===== src/rtl/integer_emitter.sv =====
// ============================================================================
// integer_emitter: binary integer to decimal ASCII stream (MSD first, ' ' end).
// Optional signed mode: define INTEGER_EMITTER_SIGN_EN.  Revision: 1.0
// ============================================================================
`default_nettype none

module integer_emitter #(
    parameter int VALUE_WIDTH = 16,
    parameter int MAX_DIGITS  = 5,
    parameter int CHAR_WIDTH  = 8
) (
    input  logic                   clock,
    input  logic                   resetn,
    input  logic                   state_enable,
    input  logic [VALUE_WIDTH-1:0] value,
    input  logic                   char_ready,
    output logic [CHAR_WIDTH-1:0]  char,
    output logic                   char_valid,
    output logic                   has_finished,
    output logic                   busy
);

    localparam int BCD_W   = 4 * MAX_DIGITS;
    localparam int IDX_W   = (MAX_DIGITS > 1) ? $clog2(MAX_DIGITS) : 1;
    localparam int COUNT_W = $clog2(VALUE_WIDTH + 1);

    localparam logic [CHAR_WIDTH-1:0] DIGIT_BASE = CHAR_WIDTH'(8'h30);
    localparam logic [CHAR_WIDTH-1:0] SPACE_CHAR = CHAR_WIDTH'(8'h20);
    localparam logic [CHAR_WIDTH-1:0] MINUS_CHAR = CHAR_WIDTH'(8'h2D);

    typedef enum logic [2:0] {
        S_IDLE    = 3'd0,
        S_CONVERT = 3'd1,
        S_EMIT    = 3'd2,
        S_TERM    = 3'd3,
        S_DONE    = 3'd4
    } state_t;

    state_t                  state, state_nx;
    logic [VALUE_WIDTH-1:0]  shift_reg, shift_nx;
    logic [BCD_W-1:0]        bcd, bcd_nx;
    logic [COUNT_W-1:0]      count, count_nx;
    logic [IDX_W-1:0]        idx, idx_nx;
    logic                    neg, neg_nx;
    logic [CHAR_WIDTH-1:0]   char_nx;
    logic                    valid_nx;
    logic                    finished_nx;

    logic [BCD_W-1:0]        bcd_adj;
    logic [IDX_W-1:0]        msb_idx;
    logic [IDX_W-1:0]        idx_dec;
    logic [3:0]              cur_nib, msb_nib, next_nib;
    logic                    capture_neg;
    logic [VALUE_WIDTH-1:0]  capture_mag;
    logic                    transfer;

    function automatic logic [CHAR_WIDTH-1:0] digit_char(input logic [3:0] d);
        return DIGIT_BASE + CHAR_WIDTH'(d);
    endfunction

`ifdef INTEGER_EMITTER_SIGN_EN
    // Magnitude taken as unsigned so the most negative value is representable.
    assign capture_neg = value[VALUE_WIDTH-1];
    assign capture_mag = capture_neg ? (~value + VALUE_WIDTH'(1)) : value;
`else
    assign capture_neg = 1'b0;
    assign capture_mag = value;
`endif

    always_comb begin
        bcd_adj = bcd;
        for (int i = 0; i < MAX_DIGITS; i++) begin
            if (bcd[i*4 +: 4] >= 4'd5) begin
                bcd_adj[i*4 +: 4] = bcd[i*4 +: 4] + 4'd3;
            end
        end
    end

    // Highest nonzero nibble; an all-zero buffer yields index 0 so a lone '0' is emitted.
    always_comb begin
        msb_idx = '0;
        for (int i = 0; i < MAX_DIGITS; i++) begin
            if (bcd[i*4 +: 4] != 4'd0) begin
                msb_idx = IDX_W'(i);
            end
        end
    end

    assign idx_dec  = idx - IDX_W'(1);
    assign cur_nib  = bcd[int'(idx) * 4 +: 4];
    assign msb_nib  = bcd[int'(msb_idx) * 4 +: 4];
    assign next_nib = bcd[int'(idx_dec) * 4 +: 4];
    assign transfer = char_valid && char_ready;
    assign busy     = (state == S_CONVERT) || (state == S_EMIT) || (state == S_TERM);

    always_comb begin
        state_nx    = state;
        shift_nx    = shift_reg;
        bcd_nx      = bcd;
        count_nx    = count;
        idx_nx      = idx;
        neg_nx      = neg;
        char_nx     = char;
        valid_nx    = char_valid;
        finished_nx = has_finished;

        if (!state_enable) begin
            // Abort wins over any simultaneous transfer.
            state_nx    = S_IDLE;
            char_nx     = '0;
            valid_nx    = 1'b0;
            finished_nx = 1'b0;
        end else begin
            case (state)
                S_IDLE: begin
                    shift_nx = capture_mag;
                    neg_nx   = capture_neg;
                    bcd_nx   = '0;
                    count_nx = COUNT_W'(VALUE_WIDTH);
                    state_nx = S_CONVERT;
                end
                S_CONVERT: begin
                    if (count == '0) begin
                        state_nx = S_EMIT;
                        idx_nx   = msb_idx;
                        valid_nx = 1'b1;
                        char_nx  = neg ? MINUS_CHAR : digit_char(msb_nib);
                    end else begin
                        bcd_nx   = {bcd_adj[BCD_W-2:0], shift_reg[VALUE_WIDTH-1]};
                        shift_nx = {shift_reg[VALUE_WIDTH-2:0], 1'b0};
                        count_nx = count - COUNT_W'(1);
                    end
                end
                S_EMIT: begin
                    if (transfer) begin
                        if (neg) begin
                            neg_nx  = 1'b0;
                            char_nx = digit_char(cur_nib);
                        end else if (idx == '0) begin
                            state_nx = S_TERM;
                            char_nx  = SPACE_CHAR;
                        end else begin
                            idx_nx  = idx_dec;
                            char_nx = digit_char(next_nib);
                        end
                    end
                end
                S_TERM: begin
                    if (transfer) begin
                        state_nx    = S_DONE;
                        char_nx     = '0;
                        valid_nx    = 1'b0;
                        finished_nx = 1'b1;
                    end
                end
                S_DONE: begin
                    state_nx = S_DONE;
                end
                default: begin
                    state_nx    = S_IDLE;
                    char_nx     = '0;
                    valid_nx    = 1'b0;
                    finished_nx = 1'b0;
                end
            endcase
        end
    end

    always_ff @(posedge clock or negedge resetn) begin
        if (!resetn) begin
            state        <= S_IDLE;
            shift_reg    <= '0;
            bcd          <= '0;
            count        <= '0;
            idx          <= '0;
            neg          <= 1'b0;
            char         <= '0;
            char_valid   <= 1'b0;
            has_finished <= 1'b0;
        end else begin
            state        <= state_nx;
            shift_reg    <= shift_nx;
            bcd          <= bcd_nx;
            count        <= count_nx;
            idx          <= idx_nx;
            neg          <= neg_nx;
            char         <= char_nx;
            char_valid   <= valid_nx;
            has_finished <= finished_nx;
        end
    end

endmodule

`default_nettype wire

===== config.mk =====
export PLATFORM = sky130hd
export DESIGN_NAME = integer_emitter
export DESIGN_NICKNAME = d
export VERILOG_FILES = /design/src/rtl/integer_emitter.sv
export SDC_FILE = /design/constraint.sdc
export NUM_CORES = 1
export LEC_CHECK = 0
export CAP_MARGIN = 10
export CORE_MARGIN = 3
export CORE_UTILIZATION = 40
export CTS_BUF_LIST = sky130_fd_sc_hd__clkbuf_8
export DETAILED_ROUTE_END_ITERATION = 6
export SETUP_SLACK_MARGIN = 0.05
export SYNTH_ARGS = -nofsm -noshare
export SYNTH_HDL_FRONTEND = slang
export SYNTH_SLANG_ARGS = --single-unit

===== constraint.sdc =====
create_clock -name clock -period 2.15 [get_ports clock]
set_input_delay 0.43 -clock clock [delete_from_list [all_inputs] [get_ports clock]]
set_output_delay 0.43 -clock clock [all_outputs]
set_load 0.01 [all_outputs]

Yosys cells after proc, flatten, opt, wreduce, memory -nomap -nowiden
Index checks and enable logic that the tools add are counted.

Add/sub/neg operators: 10. Magnitude comparators: 5. Eq/ne operators: 17. Shift-type cells: 3. Multiplexer cells: 43. Reduce and logical (&&, ||, !) cells: 23.

Operator list (number): variable part select 20 x 6 -> 4 bit (3); 2-to-1 mux 3 bit (14); case mux 20 bit (2 select lines) (1); 2-to-1 mux 8 bit (4); case mux 16 bit (2 select lines) (1); case mux 8 bit (4 select lines) (1); adder 6 x 4 -> 7 bit, first input constant (3); 2-to-1 mux 7 bit (3); >= comparator 4 x 3 -> 1 bit, second input constant (5); 2-to-1 mux 20 bit (1); adder 4 x 2 -> 4 bit, second input constant (4); 2-to-1 mux 16 bit (1); 2-to-1 mux 4 bit (4); nonzero test 4 bit (4); case mux 3 bit (5 select lines) (1); != test 2 bit, second input constant (7); case mux 5 bit (2 select lines) (1); != test 3 bit, second input constant (3); AND reduction 3 bit (3); == test 3 x 2 -> 1 bit, second input constant (2); zero test 3 bit (2); 2-to-1 mux 1 bit (6); != test 3 x 2 -> 1 bit, second input constant (2); case mux 3 bit (2 select lines) (1); 20 further kinds (24).

Register bits after elaboration: 58. Bits of input ports: 20. Output and inout bits: 11. Word-level logic and storage cells: 110.

Longest topological paths before layout
Gate-level depths: netlist (run 1).

Depth in word-level cells: 11. Mapped depth: 9. Gate-level depth less buffers: 7.

Least setup slack after synthesis (run 1)
OpenSTA, ideal clock, no wires.

Path kind: flip-flop to flip-flop. Start: reg idx[0]. End: reg char[1]. Library setup time: 126 ps. Data arrival time: 2185 ps. Required time: 2024 ps. Setup slack: -160 ps. Cell stages (with the launch flop): 9. Buffers on the path: 2. Clock period less this slack: 2310 ps. Cells stage by stage: dfrtp_1 -> clkbuf_1 -> inv_1 -> ha_1 -> clkbuf_1 -> mux4_2 -> nor3b_1 -> a221oi_1 -> o21ai_1.

Cells in the longest elaborated chain, start to end: 8. Elaborated cells on any way between the ends: 11. Classes of those cells: 3 x add/sub; 2 x shift; 5 x mux; 1 x reduce/logical.

RTL lines: start: declaration (line 43) `logic [IDX_W-1:0] idx, idx_nx;`; start signal: assignment (line 185) `idx <= idx_nx;`; subtractor 3 x 1 -> 3 bit (line 89) `assign idx_dec = idx - IDX_W'(1);`; variable part select 20 x 6 -> 4 bit (line 92) `assign next_nib = bcd[int'(idx_dec) * 4 +: 4];`; adder 6 x 4 -> 7 bit (line 58) `return DIGIT_BASE + CHAR_WIDTH'(d);`; 2-to-1 mux 7 bit (line 139) `end else if (idx == '0) begin`; 2-to-1 mux 7 bit * (line 136) `if (neg) begin`; 2-to-1 mux 8 bit * (line 135) `if (transfer) begin`; case mux 8 bit (4 select lines) * (line 114) `case (state)`; 2-to-1 mux 8 bit * (line 107) `if (!state_enable) begin`; end signal: assignment (line 187) `char <= char_nx;`; end: declaration (line 17) `output logic [CHAR_WIDTH-1:0] char,`.

Every way passes the cells marked *; elsewhere a longest branch is shown, timed or not. The select of a mux whose other input is x is not followed. A chain may end at the register's enable or synchronous reset.

Final worst setup path (run 1)
Start: reg count[1]. End: reg char[5].

Cells in the longest elaborated chain, start to end: 3.

RTL lines: start: declaration (line 42) `logic [COUNT_W-1:0] count, count_nx;`; start signal: assignment (line 184) `count <= count_nx;`; zero test 5 bit (line 123) `if (count == '0) begin`; != test 3 x 2 -> 1 bit (no line); AND reduction 4 bit (no line).

No other way between the ends.

==> results of run 1 <==
cells by family after synthesis:
group	Yosys count	synth area share (%)
AOI/OAI and AO/OA	107	21.96
and+or+nand+nor	94	15.89
DFF	55	41.43
buffers and inverters	53	6.779
adders and majority gates	16	6.026
muxes	12	5.160
xor gates and xnor gates	10	2.637
other	1	0.1129
worst max-delay path: stages (launching register included):
cell,delay [ns]
dfrtp_1,0.40
inv_1,0.10
ha_2,0.18
nor4b_4,0.33
buf_4,0.19
nor2_1,0.04
o311a_4,0.36
mux2_1,0.31
routing by layer:
| metal | share of wire (%) | vias up | global-route usage (%) | routed length (um) |
|---|---|---|---|---|
| met2 | 48 | 56 | 27.92 | 3775 |
| met1 | 48 | 1339 | 23.55 | 3739 |
| met3 | 3.1 | 6 | 2.872 | 245 |
| met5 | 0 | - | 0 | 0 |
| met4 | 0.79 | 0 | 3.240 | 62 |
| li1 | - | 1364 | - | - |
area by class of cell:
| type | instances | area, sq um | area share (%) |
|---|---|---|---|
| timing repair buffer | 70 | 658.1 | 15.82 |
| sequential | 55 | 1376 | 33.08 |
| clock buffer | 5 | 68.82 | 1.654 |
| clock inverter | 3 | 20.02 | 0.4812 |
| multi-input combinational | 241 | 1804 | 43.37 |
| inverter | 28 | 105.1 | 2.526 |
| tap | 102 | 127.6 | 3.068 |
per-stage QoR:
step | hold WS (ns) | utilization [%] | setup TNS, ns | total power, mW
global placement | 0.4257 | 49.90 | 0 | 2.623
floorplan | 0.1344 | - | 0 | 2.217
global route | 0.1024 | 52.74 | 0 | 3.560
CTS | 0.09396 | 51.19 | 0 | 3.253
detailed placement | 0.4386 | 49.90 | -0.001157 | 2.653
finish | 0.07604 | 52.74 | 0 | 3.304
repair_timing:
item | CTS | global route
gates resized for setup | 3 | 16
buffers inserted | 0 | 4
pin swaps | 1 | 4
setup endpoints to repair | 3 | 16
cloned | 0 | 1
cell usage in the layout, fill, tap and decap left out, types with 10 or more instances in the layout:
| cell type | synthesis | layout |
|---|---|---|
| dfrtp_1 | 55 | 55 |
| o21ai_1 | 12 | 13 |
| a21oi_1 | 20 | 20 |
| ha_1 | 16 | 14 |
| nand2_1 | 25 | 25 |
| inv_1 | 28 | 26 |
| buf_4 | 2 | 37 |
| o22ai_1 | 10 | 10 |
| nor2_1 | 21 | 20 |
| o21ai_0 | 21 | 20 |
| clkdlybuf4s50_1 | 0 | 27 |
worst paths after layout:
kind	from	to	slack, ns	depth (start not counted)
min in group clock	char[0]	char[0]	0.50	2
hold reg to reg	char[0]	char[0]	0.50	2
setup reg to reg	count[1]	char[5]	0.12	7
max in group asynchronous	resetn	shift_reg[15]	1.52	2
setup / recovery	count[1]	char[5]	0.12	7
hold / removal	resetn	bcd[15]	0.08	1
power by group:
part / internal, mW / switching (mW) / leakage [nW]
Sequential: 1.24 / 0.183 / 0.727
Combinational: 0.633 / 0.655 / 1.03
Clock: 0.231 / 0.357 / 0.0460
==> results.py, run 1 <==
metrics = {
    "floorplan": {
        "die_area_sq_mm": 0.009434,
        "pin_count": 31,
        "core_sq_mm": 0.007888,
        "rows": 32,
        "start_util_pct": 42.12,
        "die_x_um": 97.13,
        "die_h_um": 97.13,
    },
    "finish": {
        "fill_cells": 722,
        "instances_no_fill": 504,
        "stdcell_area_sq_mm": 0.004160,
        "n_antenna_cell": 0,
        "nNetsFinal": 437,
        "largest_reg_flops": 20,
        "area_growth_pct": 25.24,
        "drive_above_1_share_pct": 19.65,
    },
    "routing": {
        "viasPerCell": 5.486,
        "dr_total_vias": 2765,
        "avgRoutedWirePerCell_um": 15.52,
        "postRouteAntennaNets": 0,
        "first_pass_iters": 5,
        "drt_iter0_drc": 180,
        "routed_wl_um": 7822,
        "drc": 0,
    },
    "clock_network": {
        "cts_hold_buf": 0,
        "cts_max_path_buffers": 2,
        "cts_root_buf": "clkbuf_8",
        "clkSlewWorstSetupHoldPaths_ns": 0.11,
        "clock_latency_ns": 0.31,
        "clkSinkCount": 55,
        "numCtsBuffers": 5,
        "cts_max_level": 2,
        "cts_tree": "done",
    },
    "placed_design": {
        "dp_slack_ns": -0.001157,
        "place_congestion": 0.8564,
        "place_area_sq_mm": 0.003936,
        "dp.final_hpwl_um": 5664,
        "dpl.cell_count": 491,
        "port_buffers": 28,
    },
    "timing": {
        "layout_setup_ws_ns": 0.1244,
        "finalCriticalPeriod_ns": 2.026,
        "clock.fmax_ghz": 0.4937,
        "hold_viol_final": 0,
        "finalClockSkew_ns": 0.009663,
        "fin_crit_sh_pct": 94.22,
        "drv_slew": 0,
        "setup_violations": 0,
        "rsz0062_at_grt": "yes",
    },
    "worst_setup_path": {
        "crit_required_ns": 2.36,
        "worstSetupStartpointType": "flop",
        "worstSetupEndpointType": "flop",
        "path_class": "flop to flop",
        "critPathArrivalTime_ns": 2.23,
        "cp_max_fo": 8,
    },
    "worst_hold_path": {
        "hold_path.class": "input port to async pin",
    },
    "power_and_ir_drop": {
        "cellLeakagePower_nw": 1.805,
        "ir_drop_v": 0.0004278,
        "powerDensity_mw_per_mm2": 794.1,
    },
    "global_route": {
        "grt_overflow_total": 0,
        "grt_pass1_wl_um": 13170,
        "grt_pass1_vias": 2680,
        "antenna_found_initial": 0,
        "grt_max_degree": 38,
        "grt_usage_pct": 16.90,
    },
    "yosys": {
        "synth_common_cells": "55 x dfrtp_1, 28 x inv_1, 25 x nand2_1",
        "yosysMostFrequentCell": "dfrtp_1",
        "synth_seq_cells": 55,
        "avgSynthCellArea_sq_um": 9.546,
        "ys_types": 57,
        "ys_seq_area_share_pct": 41.43,
        "syn_inst": 348,
        "ys_top_cells_by_area": "dfrtp_1 41%, ha_1 6.0%, inv_1 3.2%",
        "synth_ff_type": "dfrtp_1",
        "ys_warn_count": 0,
        "synth_area_leader_cell": "dfrtp_1",
        "synthArstFlopShare_pct": 100.0,
        "synth-edff-count": 0,
        "synth_top_area_share_pct": 41.43,
        "syn_area_sq_mm": 0.003322,
    },
    "run": {
        "drv_cap": 0,
    },
    "outcome": {
        "status": "complete, no violations",
    },
}
Power figures use the tool's default switching activity.
==> run 2: changes to the inputs <==
CORE_MARGIN = default   (was 3)
==> run 2 against run 1 <==
Combinational power about the same. Clock power about the same. Worst hold slack gained 0.020 ns. Cell area shrank 0.57%. Die area down 8.1%. Cell count stayed put. Sequential power barely moved. Clock skew rose by 0.0035 ns. Register-to-register slack worse by 0.08 ns. Largest cell class unchanged.
==> results.py, run 2 (synthesis results as in run 1) <==
metrics = {
    "outcome": {
        "status": "complete, no violations",
    },
    "timing": {
        "worst_hold_slack_ns": 0.09632,
        "hold_viol_final": 0,
        "clock.fmax_ghz": 0.4749,
        "fin_crit_sh_pct": 97.94,
        "drv_slew": 0,
        "finalCriticalPeriod_ns": 2.106,
        "finalClockSkew_ns": 0.01315,
        "setup_violations": 0,
        "rsz0062_at_grt": "yes",
    },
    "placed_design": {
        "dp.final_hpwl_um": 5468,
        "dpl.cell_count": 490,
        "place_area_sq_mm": 0.003941,
        "port_buffers": 28,
        "place_congestion": 0.9306,
    },
    "worst_setup_path": {
        "rr_startpoint": "count[1]",
        "r2r_slack_ns": 0.04,
        "critPathArrivalTime_ns": 2.32,
        "timing.rr.end": "char[5]",
        "cp_slowest_cell": "o311a_4",
        "path_buf_inv": 2,
        "worstSetupEndpointType": "flop",
        "path_cells": "inv_1 -> ha_4 -> nor4b_4 -> buf_4 -> nor2_1 -> o311a_4 -> mux2_4",
        "path_class": "flop to flop",
        "critical_path.top_delay_family": "simple AND/OR/NAND/NOR gates",
        "worstSetupStartpointType": "flop",
        "crit_required_ns": 2.36,
        "rr_worst_depth": 7,
        "cpPeakStageDelay_ns": 0.41,
        "cp_max_fo": 6,
    },
    "global_route": {
        "grt_usage_pct": 19.00,
        "antenna_found_initial": 0,
        "grt_pass1_wl_um": 13200,
        "grt_max_degree": 56,
        "grt_pass1_vias": 2746,
        "grt_overflow_total": 0,
    },
    "routing": {
        "drt_iter0_drc": 185,
        "drc": 0,
        "routed_wl_um": 7804,
        "viasPerCell": 5.548,
        "avgRoutedWirePerCell_um": 15.48,
        "dr_total_vias": 2796,
        "postRouteAntennaNets": 0,
        "first_pass_iters": 5,
    },
    "clock_network": {
        "cts_max_level": 2,
        "clkSlewWorstSetupHoldPaths_ns": 0.11,
        "cts_root_buf": "clkbuf_8",
        "clock_latency_ns": 0.31,
        "clkSinkCount": 55,
        "cts_max_path_buffers": 2,
        "numCtsBuffers": 5,
        "cts_tree": "done",
    },
    "power_and_ir_drop": {
        "ir_drop_v": 0.0005631,
        "powerDensity_mw_per_mm2": 802.6,
        "cellLeakagePower_nw": 1.799,
    },
    "worst_hold_path": {
        "hold_path.class": "input port to async pin",
    },
    "floorplan": {
        "die_area_sq_mm": 0.008673,
        "core_sq_mm": 0.007888,
        "rows": 32,
        "die_h_um": 93.13,
        "pin_count": 31,
        "die_x_um": 93.13,
        "start_util_pct": 42.12,
    },
    "run": {
        "drv_cap": 0,
    },
    "finish": {
        "largest_reg_flops": 20,
        "area_growth_pct": 24.52,
        "stdcell_area_sq_mm": 0.004136,
        "drive_above_1_share_pct": 18.66,
        "n_antenna_cell": 0,
        "nNetsFinal": 437,
        "final_common_cell": "dfrtp_1",
        "final_cell_mix": "55 x dfrtp_1, 36 x buf_4, 28 x inv_1",
        "instances_no_fill": 504,
    },
}
==> run 2: what timing repair did <==
item / CTS / global route
hold buffers: 0 / 0
resized for setup: 4 / 11
setup buffers: 0 / 6
endpoints found under the setup margin: 5 / 17
pin swaps: 1 / 4
==> run 2: where the power goes <==
part / internal [mW] / switching (mW)
Clock: 0.231 / 0.359
Sequential: 1.24 / 0.176
Combinational: 0.640 / 0.670
Total: 2.11 / 1.21
==> run 2: worst max-delay path by stage <==
stage / from / endpoint / slack [ns] / depth (start not counted)
after floorplan: idx[0] / char[1] / 0.1 / 8
after global placement: bcd[8] / char[1] / 0.05 / 7
after detailed placement: bcd[9] / char[1] / 0.03 / 7
after CTS: bcd[12] / char[0] / 0.06 / 7
after global routing: count[1] / char[5] / -0.02 / 7
final: count[1] / char[5] / 0.04 / 7
==> run 2: cell type report <==
| type | count | area, sq um |
|---|---|---|
| Tap cell | 102 | 127.6 |
| Multi-Input combinational cell | 241 | 1782 |
| Inverter | 28 | 105.1 |
| Timing Repair Buffer | 70 | 656.9 |
| Clock buffer | 5 | 68.82 |
| Sequential cell | 55 | 1376 |
| Fill cell | 741 | 3751 |
| Clock inverter | 3 | 20.02 |
==> run 2: per-stage QoR <==
step                      total power [mW]  utilization, %  worst slack, ns  TNS (ns)
after detailed placement             2.656           49.97          0.03087         0
after global routing                 3.563           52.44         -0.01657  -0.02328
after global placement               2.622           49.97          0.04775         0
final                                3.320           52.44          0.04422         0
after CTS                            3.260           51.36          0.05718         0
after floorplan                      2.217               -          0.09864         0
==> run 2: metal layers <==
metal  wire length, um  vias up  GRT usage (%)
li1                  -     1365              -
met1              3616     1357          25.53
met5                 0        -              0
met2              3712       64          31.13
met4               117        0          5.897
met3               356       10          3.333
==> run 3: changes to the inputs <==
ABC_AREA = 1   (was default)
SETUP_SLACK_MARGIN = 0.15   (was 0.05)
==> run 3 against run 2 <==
Synthesized area rose by 0.64%. Largest power group is now combinational logic. Cell count grew 12%. Total power up 29%. Worst hold slack better by 0.14 ns.
==> results.py, run 3 <==
metrics = {
    "outcome": {
        "status": "complete, no violations",
    },
    "placed_design": {
        "port_buffers": 28,
        "dp_slack_ns": 0.1906,
        "place_area_sq_mm": 0.003781,
        "place_congestion": 0.8516,
        "dp.final_hpwl_um": 5357,
        "dpl.cell_count": 554,
    },
    "yosys": {
        "syn_area_sq_mm": 0.003343,
        "synthArstFlopShare_pct": 100.0,
        "synth_ff_type": "dfrtp_1",
        "ys_seq_area_share_pct": 41.17,
        "ys_warn_count": 0,
        "synth_area_leader_cell": "dfrtp_1",
        "ys_types": 36,
        "yosysMostFrequentCell": "nand2_1",
        "synth-edff-count": 0,
        "synth_seq_cells": 55,
        "avgSynthCellArea_sq_um": 7.922,
        "syn_inst": 422,
        "synth_top_area_share_pct": 41.17,
        "synth_common_cells": "95 x nand2_1, 55 x dfrtp_1, 52 x o21ai_0",
        "ys_top_cells_by_area": "dfrtp_1 41%, nand2_1 11%, o21ai_0 7.8%",
    },
    "routing": {
        "routed_wl_um": 7576,
        "postRouteAntennaNets": 0,
        "first_pass_iters": 5,
        "drc": 0,
        "viasPerCell": 5.096,
        "dr_total_vias": 2879,
        "avgRoutedWirePerCell_um": 13.41,
        "drt_iter0_drc": 214,
    },
    "timing": {
        "layout_setup_ws_ns": 0.2686,
        "setup_violations": 0,
        "relSlewSlack_pct": 51.14,
        "fin_crit_sh_pct": 87.51,
        "timing.setup.tns_ns": 0,
        "finalCriticalPeriod_ns": 1.881,
        "finalClockSkew_ns": 0.005528,
        "tightest_slew_ns": 0.7330,
        "drv_slew": 0,
        "hold_viol_final": 0,
        "clock.fmax_ghz": 0.5315,
        "rsz0062_at_grt": "yes",
    },
    "finish": {
        "area_growth_pct": 17.22,
        "fill_cells": 777,
        "nNetsFinal": 498,
        "final_common_cell": "nand2_1",
        "final_cell_mix": "94 x nand2_1, 52 x dfrtp_1, 51 x o21ai_0",
        "drive_above_1_share_pct": 13.61,
        "largest_reg_flops": 20,
        "multiInputGateArea_sq_mm": 0.001690,
        "instances_no_fill": 565,
        "n_antenna_cell": 0,
        "regArea_sq_mm": 0.001380,
        "stdcell_area_sq_mm": 0.003919,
    },
    "floorplan": {
        "start_util_pct": 42.39,
        "die_area_sq_mm": 0.008727,
        "die_x_um": 93.42,
        "rows": 32,
        "die_h_um": 93.42,
        "core_sq_mm": 0.007888,
        "pin_count": 31,
    },
    "worst_setup_path": {
        "crit_required_ns": 1.72,
        "worstSetupEndpointType": "output port",
        "rr_worst_depth": 13,
        "path_class": "flop to output port",
        "path_cells": "nor2_1 -> clkdlybuf4s50_1",
        "critPathArrivalTime_ns": 1.45,
        "cp_slowest_cell": "clkdlybuf4s50_1",
        "timing.rr.end": "char[2]",
        "cp_max_fo": 6,
        "worstSetupStartpointType": "flop",
        "rr_startpoint": "bcd[17]",
        "startpoint": "state[2]",
        "cpPeakStageDelay_ns": 0.53,
        "r2r_slack_ns": 0.34,
    },
    "clock_network": {
        "clkSlewWorstSetupHoldPaths_ns": 0.11,
        "clkSinkCount": 55,
        "cts_max_level": 2,
        "cts_tree": "done",
        "numCtsBuffers": 5,
        "clock_latency_ns": 0.31,
        "cts_root_buf": "clkbuf_8",
        "cts_max_path_buffers": 2,
        "cts_hold_buf": 0,
    },
    "power_and_ir_drop": {
        "powerDensity_mw_per_mm2": 1093,
        "cellLeakagePower_nw": 1.849,
        "finalPower_mw": 4.282,
        "ir_drop_v": 0.0005265,
    },
    "global_route": {
        "grt_overflow_total": 0,
        "grt_usage_pct": 19.16,
        "grt_pass1_vias": 2739,
        "grt_pass1_wl_um": 13280,
        "antenna_found_initial": 0,
        "grt_max_degree": 56,
    },
    "run": {
        "drv_cap": 0,
    },
    "worst_hold_path": {
        "hold_path.class": "input port to async pin",
    },
}
run 3: worst max-delay path by stage:
stage	slack, ns	end	depth (start not counted)
2_1_floorplan	0.38	char[0]	11
3_3_place_gp	0.24	shift_reg[13]	8
3_5_place_dp	0.19	shift_reg[10]	8
4_1_cts	0.20	char[0]	13
5_1_grt	0.13	char[0]	13
6_report	0.27	busy	2
run 3: logic make-up after synthesis:
kind of cell,after synthesis,synth area share [%]
AO/OA/AOI/OAI,121,21.71
XOR/XNOR,7,1.834
adder cells (fa/ha/maj),16,5.988
buffers and inverters,67,8.832
flip-flops,55,41.17
multiplexers,1,0.2994
other,1,0.1122
AND/OR/NAND/NOR,154,20.06
run 3: layout make-up:
type / instances / area share [%]
Clock buffer: 5 / 1.756
Timing Repair Buffer: 45 / 10.60
Tap cell: 102 / 3.257
Multi-Input combinational cell: 301 / 43.14
Inverter: 54 / 5.332
Sequential cell: 55 / 35.22
Clock inverter: 3 / 0.7024
run 3: worst max-delay path: cells and delay by family (launching register included):
family,cells,cell delay (ns)
AND/OR/NAND/NOR,1,0.13
flip-flops,1,0.47
buffers and inverters,1,0.53
run 3: per-stage QoR:
| stage | hold WS (ns) | utilization (%) |
|---|---|---|
| 2_1_floorplan | 0.1344 | - |
| 3_3_place_gp | 0.4645 | 47.94 |
| 3_5_place_dp | 0.4662 | 47.94 |
| 4_1_cts | 0.2717 | 49.16 |
| 5_1_grt | 0.3073 | 49.68 |
| 6_report | 0.2371 | 49.68 |
run 3: power by group:
group	internal, mW	switching [mW]	leakage, nW
registers	1.34	0.196	0.719
clock network	0.241	0.385	0.0463
logic	0.833	1.29	1.08
total	2.41	1.87	1.85
run 3: metal layers:
metal / routed length (um) / vias up / part of all wire, % / track usage [%]
met4: 68 / 0 / 0.90 / 5.128
met1: 3708 / 1344 / 49 / 26.81
met2: 3514 / 58 / 46 / 30.82
li1: - / 1473 / - / -
met5: 0 / - / 0 / 0
met3: 283 / 4 / 3.7 / 2.927
run 3: repair_timing:
action | CTS | global route
gates resized for setup | 0 | 13
buffers inserted | 0 | 3
endpoints found under the setup margin | 0 | 5
